**config.mk**
```make
export PLATFORM = sky130hd
export DESIGN_NAME = execute_stage
export DESIGN_NICKNAME = d
export VERILOG_FILES = /design/src/rtl/execute_stage.sv
export SDC_FILE = /design/constraint.sdc
export NUM_CORES = 1
export LEC_CHECK = 0
export ABC_CLOCK_PERIOD_IN_PS = 9640
export BUFFER_PORTS_ARGS = -buffer_cell sky130_fd_sc_hd__buf_2
export CORE_AREA = 2 2 156 158
export CTS_CLUSTER_DIAMETER = 150
export CTS_CLUSTER_SIZE = 16
export DETAILED_ROUTE_END_ITERATION = 10
export DIE_AREA = 0 0 158 160
export PLACE_DENSITY = 0.76
export REMOVE_ABC_BUFFERS = 1
export SYNTH_ARGS = -nofsm -noshare
export SYNTH_HDL_FRONTEND = slang
export SYNTH_SLANG_ARGS = --single-unit
```
**constraint.sdc**
```tcl
create_clock -name clk -period 9.64 [get_ports clk]
set_input_delay 0.964 -clock clk [delete_from_list [all_inputs] [get_ports clk]]
set_output_delay 0.964 -clock clk [all_outputs]
set_load 0.03 [all_outputs]
```
**src/rtl/execute_stage.sv**
```systemverilog
// execute_stage: operand forwarding, ALU hookup, branch/jump resolution and a one-deep output register
// with a single-cycle fetch redirect that squashes the wrong-path instruction behind it.
module execute_stage (
    input  logic        clk,
    input  logic        reset,
    input  logic        in_valid,
    output logic        in_ready,
    input  logic [31:0] in_pc,
    input  logic [31:0] in_imm,
    input  logic [4:0]  in_rs1,
    input  logic [4:0]  in_rs2,
    input  logic [31:0] in_rs1_val,
    input  logic [31:0] in_rs2_val,
    input  logic [4:0]  in_rd,
    input  logic [3:0]  in_alu_func,
    input  logic        in_sel_a,
    input  logic        in_sel_b,
    input  logic [1:0]  in_kind,
    output logic [31:0] alu_in1,
    output logic [31:0] alu_in2,
    output logic [3:0]  alu_func,
    input  logic [31:0] alu_out,
    input  logic        wb_valid,
    input  logic [4:0]  wb_rd,
    input  logic [31:0] wb_result,
    output logic        out_valid,
    input  logic        out_ready,
    output logic [31:0] out_result,
    output logic [31:0] out_store_data,
    output logic [4:0]  out_rd,
    output logic        redirect_valid,
    output logic [31:0] redirect_pc
);
    localparam logic [1:0] KIND_ALU = 2'd0;
    localparam logic [1:0] KIND_BR  = 2'd1;
    localparam logic [1:0] KIND_JALR = 2'd3;

    logic        out_valid_q, redirect_valid_q;
    logic [31:0] out_result_q, out_store_data_q, redirect_pc_q;
    logic [4:0]  out_rd_q;
    logic [31:0] fwd_rs1, fwd_rs2, pc_plus4, target, result;
    logic        taken, take;

    // The output register is the younger producer, so it wins over writeback.
    assign fwd_rs1 = (in_rs1 == 5'd0) ? 32'd0 : (out_valid_q && out_rd_q == in_rs1) ? out_result_q :
                     (wb_valid && wb_rd == in_rs1) ? wb_result : in_rs1_val;
    assign fwd_rs2 = (in_rs2 == 5'd0) ? 32'd0 : (out_valid_q && out_rd_q == in_rs2) ? out_result_q :
                     (wb_valid && wb_rd == in_rs2) ? wb_result : in_rs2_val;

    assign alu_in1  = (in_kind == KIND_ALU && in_sel_a) ? in_pc : fwd_rs1;
    assign alu_in2  = (in_kind == KIND_ALU && in_sel_b) ? in_imm : fwd_rs2;
    assign alu_func = in_alu_func;

    assign pc_plus4 = in_pc + 32'd4;
    assign target   = (in_kind == KIND_JALR) ? ((fwd_rs1 + in_imm) & ~32'd1) : in_pc + in_imm;
    assign taken    = (in_kind == KIND_BR) ? alu_out[0] : in_kind[1];
    assign result   = (in_kind == KIND_ALU) ? alu_out : (in_kind == KIND_BR) ? 32'd0 : pc_plus4;

    assign in_ready = !out_valid_q || out_ready || redirect_valid_q;
    assign take     = in_valid && in_ready && !redirect_valid_q;

    assign out_valid      = out_valid_q;
    assign out_result     = out_result_q;
    assign out_store_data = out_store_data_q;
    assign out_rd         = out_rd_q;
    assign redirect_valid = redirect_valid_q;
    assign redirect_pc    = redirect_pc_q;

    always_ff @(posedge clk) begin
        if (reset) begin
            out_valid_q      <= 1'b0;
            redirect_valid_q <= 1'b0;
            out_result_q     <= '0;
            out_store_data_q <= '0;
            out_rd_q         <= '0;
            redirect_pc_q    <= '0;
        end else begin
            redirect_valid_q <= take && taken;
            if (take && taken)
                redirect_pc_q <= target;
            if (take) begin
                out_valid_q      <= 1'b1;
                out_result_q     <= result;
                out_store_data_q <= fwd_rs2;
                out_rd_q         <= (in_kind == KIND_BR) ? 5'd0 : in_rd;
            end else if (out_ready) begin
                out_valid_q <= 1'b0;
            end
        end
    end
endmodule

```
Word-level counts from Yosys, hierarchy flattened
Index checks and enable logic that the tools add are counted.
Widths: inputs -> output; s select.

operators by class
  add/subtract/negate cells = 3
  equal/unequal tests = 6
  muxes and demuxes = 15
  reduce and logical (&&, ||, !) cells = 17

operator list
  cell                   count
  $mux 32                11
  $add 32x32->32         2
  $add 32x3->32 const B  1
  $eq 5x5->1             4
  $logic_not 5->1        2
  $logic_and 1x1->1      9
  $mux 5                 1
  $mux 1                 3
  $eq 2x1->1 const B     1
  $eq 2x2->1 const B     1
  $logic_not 1->1        2
  $logic_not 2->1        1
  $logic_or 1x1->1       2
  $reduce_bool 2->1      1

storage, ports and cells
  bits in registers = 103
  input port bits = 225
  output and inout port bits = 172
  logic and storage cells = 47

Depth between registers and ports, before layout
  depth in word-level cells = 7
  mapped depth = 19
  depth with buffers taken out = 18

Least setup slack after synthesis
Ideal clock, no wire load.

  kind = in2reg
  start = input port in_rs1[4]
  end = register redirect_pc_q[24] (netlist: redirect_pc[24])
  setup time = 0.120 ns
  data arrival time = 4.683 ns
  required time = 9.520 ns
  path slack = 4.837 ns
  stages on the path = 19
  path buffers = 2
  cells stage by stage = xor2_1 nor4_1 and3_1 buf_2 buf_2 mux2i_1 a211oi_1 fa_1 a21o_1 a21oi_1 o21bai_1 a2111o_1 nand3_1 o21ai_0 a221oi_1 xor2_1 o211ai_1 a211oi_1 nor2_1

on the way
  cells in the longest elaborated chain, start to end = 7
  elaborated cells between the ends (all ways) = 10
  those cells by class = 1 x add/sub; 2 x eq/ne; 4 x mux; 3 x reduce/logical

RTL lines
  element                 line  source
  start: declaration      10    input logic [4:0] in_rs1,
  $eq 5x5->1              46    (wb_valid && wb_rd == in_rs1) ? wb_result : in_rs1_val;
  $logic_and 1x1->1       46
  $mux 32                 46
  $mux 32                 45    assign fwd_rs1 = (in_rs1 == 5'd0) ? 32'd0 : (out_valid_q && out_rd_q == in_rs1) ? out_result_q :
  $mux 32 *               45
  $add 32x32->32 *        55    assign target = (in_kind == KIND_JALR) ? ((fwd_rs1 + in_imm) & ~32'd1) : in_pc + in_imm;
  $mux 32 *               55
  end signal: assignment  80    redirect_pc_q <= target;
  end: declaration        39    logic [31:0] out_result_q, out_store_data_q, redirect_pc_q;

Every way passes the cells marked *; elsewhere a longest branch is shown, timed or not.
A chain may end at the register's enable or synchronous reset.

Worst setup path after layout
Ends and elaborated chain as after synthesis.

==> impl_metrics.py <==
metrics = {
    "clocking": {
        "clock_sinks": 103,
        "ctsHtreeMaxLevel": 3,
        "cts_tree": "done",
        "postCtsSetupBuffers": 0,
        "cts_root_buffer": "clkbuf_16",
        "cts_hold_buf": 0,
        "clock_latency_ps": 370,
        "cts.path.max_buffers": 2,
        "cts.reportedPaths.clkPinSlew_ps": 80,
        "numCtsBuffers": 9,
        "post_cts_resized": 0,
    },
    "drt": {
        "routed_via_density": 6.12,
        "wire_per_inst_um": 21.1,
        "detailedRoute.firstIterationViolations": 982,
        "firstDrtPassIters": 8,
        "vias": 12200,
        "totalWireLength_um": 42300,
        "drc_errors": 0,
        "ant_nets": 0,
    },
    "critical_path": {
        "cp-start-kind": "primary input",
        "rr_startpoint": "out_rd[3]",
        "cp_max_fo": 20,
        "reg2reg_slack_ps": 4340,
        "arrival_ps": 6060,
        "cp-end-kind": "flop",
        "crit_chain": "buf_2 -> xor2_1 -> nor4_1 -> and3_2 -> buf_4 -> mux2i_1 -> a211oi_1 -> fa_1 -> a21o_1 -> a21oi_1 -> o21bai_1 -> a2111o_1 -> nand3_1 -> o21ai_0 -> a221oi_1 -> xor2_1 -> o211ai_1 -> a211oi_1 -> nor2_1",
        "r2r-end": "redirect_pc[24]",
        "cpMaxStageDelayCell": "and3_2",
        "path_class": "primary input to flop",
        "max_stage_delay_ps": 610,
        "required_ps": 9900,
        "crit_buf_inv": 2,
        "path_delay_family": "compound AO/OA/AOI/OAI gates",
        "reg2regPathDepth": 19,
    },
    "synthesis": {
        "synth_edf_count": 0,
        "yosysTopAreaCell": "dfxtp_1",
        "syn_inst": 1364,
        "async_reset_ff_frac": 0,
        "yosysSeqAreaShare": 0.199,
        "yosysTopAreaCellShare": 0.199,
        "ys_seq_elements": 103,
        "synthFlopType": "dfxtp_1",
        "synth_area_sq_um": 10400,
        "synth_area_leaders": "dfxtp_1 20%, ha_1 7.5%, nor2_1 6.9%",
        "yosys_warnings": 0,
        "syn_avg_cell_area_sq_um": 7.59,
        "yosys.cell_types.count": 67,
    },
    "sta": {
        "finalHoldViolations": 0,
        "slew_headroom": 0.188,
        "min_period_ps": 5790,
        "fin_skew_ps": 13.6,
        "rsz0062_at_grt": "false",
        "timing.fmax_mhz": 173,
        "worstMarginPinSlew_ps": 1220,
        "drv_slew": 0,
        "setup_violations": 0,
        "hold_slack_ps": 455,
        "tns_ps": 0,
        "period_share": 0.601,
    },
    "place": {
        "portBuffers": 388,
        "gp_congestion": 0.921,
        "place_area_sq_um": 12400,
        "dp_hpwl_um": 31800,
    },
    "floorplan": {
        "die_h_um": 160,
        "ios": 397,
        "start_util": 0.435,
        "dieWidth_um": 158,
        "dieArea_sq_um": 25300,
        "num_rows": 57,
        "core_area_sq_um": 23800,
    },
    "grt": {
        "grt_start_max_net_pins": 66,
        "grtUsageMet1": 0.399,
        "gr-total-overflow": 0,
        "antenna_found_initial": 2,
        "grt_pass1_wl_um": 63800,
        "top_usage_layer": "met2",
        "met3_usage": 0.0537,
        "track_usage": 0.322,
        "grtUsageMet2": 0.549,
        "grt_pass1_vias": 11700,
    },
    "run_status": {
        "status": "complete, no violations",
    },
    "power_and_ir_drop": {
        "power_leakage_nw": 5.88,
        "ir_worst_vdd_mv": 0.0852,
        "power.density_nw_per_um2": 129,
    },
    "finish": {
        "fin_nets": 1959,
        "final_common_cell": "buf_2",
        "n_fill_cell": 2352,
        "final_cell_mix": "387 x buf_2, 186 x nor2_1, 105 x a21oi_1",
        "drive_gt1_frac": 0.283,
        "area_growth_pct": 23.5,
        "final_cell_area_sq_um": 12800,
    },
    "worst_hold_path": {
        "hold_class": "flop to flop",
        "hold_path_end": "redirect_pc[0]",
        "min_path_cells": 2,
        "hold_start": "redirect_pc[0]",
    },
    "run": {
        "max_cap_viol_count": 0,
    },
}
[final cells by class]
class                           instances  area, sq um  share of cell area
Sequential cell                       103         2060               0.161
Inverter                               24         90.1             0.00705
Multi-Input combinational cell       1130         7840               0.613
Tap cell                              324          405              0.0317
Clock inverter                          4         77.6             0.00607
Timing Repair Buffer                  402         2050               0.160
Clock buffer                           11          253              0.0198
Antenna cell                            2         5.00            0.000392
[cells in the mapped netlist (5+ instances only)]
cell       count
buf_2          8
nor3_1        55
mux2_2        30
o211ai_1       9
o21a_1         6
o21ai_0       50
a21o_1        68
nand2b_1      15
ha_1          62
xor2_1        42
clkbuf_1      91
mux2i_1       68
and3_1        13
o21bai_1       9
nor2_1       190
dfxtp_1      103
a2111oi_0     67
nor2b_1        9
a211oi_1      42
a311oi_1       5
nor4_1         5
nand4_1       13
a21oi_1      105
a31oi_1       12
xnor2_1       55
a221oi_1      34
nand3_1       35
inv_1         23
or3_1          6
nand2_1       66
and2_1         8
[registers in the layout (all words and copies together) (netlist names)]
signal / count
out_rd: 5
out_valid: 1
redirect_pc: 32
out_result: 32
out_store_data: 32
redirect_valid: 1
[where the power goes]
part	internal [mW]	total (mW)	switching [mW]
clock network	0.243	0.432	0.189
registers	0.461	0.490	0.0294
logic	0.265	0.727	0.462
[routing by layer]
layer / up-vias / routed length, um
li1: 5721 / -
met3: 105 / 3250
met1: 5773 / 17100
met4: 0 / 1490
met2: 636 / 20400
met5: - / 0
[cells by family (layout without fill, tap and decap cells)]
kind of cell	after synthesis	count (layout)	share of synthesized area
compound gates	437	437	0.299
simple gates	434	434	0.192
buf+inv	131	441	0.0499
flops	103	103	0.199
mux	98	98	0.0984
xor+xnor	97	97	0.0821
fa+ha+maj	64	64	0.0788
other cells	0	2	0
[per-stage QoR]
step           instances  utilization  power [mW]  setup slack, ps
3_3_place_gp        1983        0.523        1.21             3740
6_report            2000        0.537        1.65             3850
3_5_place_dp        1983        0.523        1.21             3600
5_1_grt             2000        0.537        1.73             3530
4_1_cts             1998        0.536        1.64             3930
2_1_floorplan       1257            -       0.972             3790
[worst max path at each step]
stage,startpoint,to,cells past startpoint
after CTS,in_rs1[4],redirect_pc[24],19
after global placement,in_rs1[4],redirect_pc[24],19
final,in_rs1[4],redirect_pc[24],19
after floorplan,in_rs1[3],redirect_pc[24],18
after global routing,in_rs1[4],redirect_pc[24],19
after detailed placement,in_rs1[4],redirect_pc[24],19
[worst min-delay path: stages (launching register included)]
cell and delay (ps):
dfxtp_1 310, nand2_1 50, a21oi_1 50
Power figures use the tool's default switching activity.
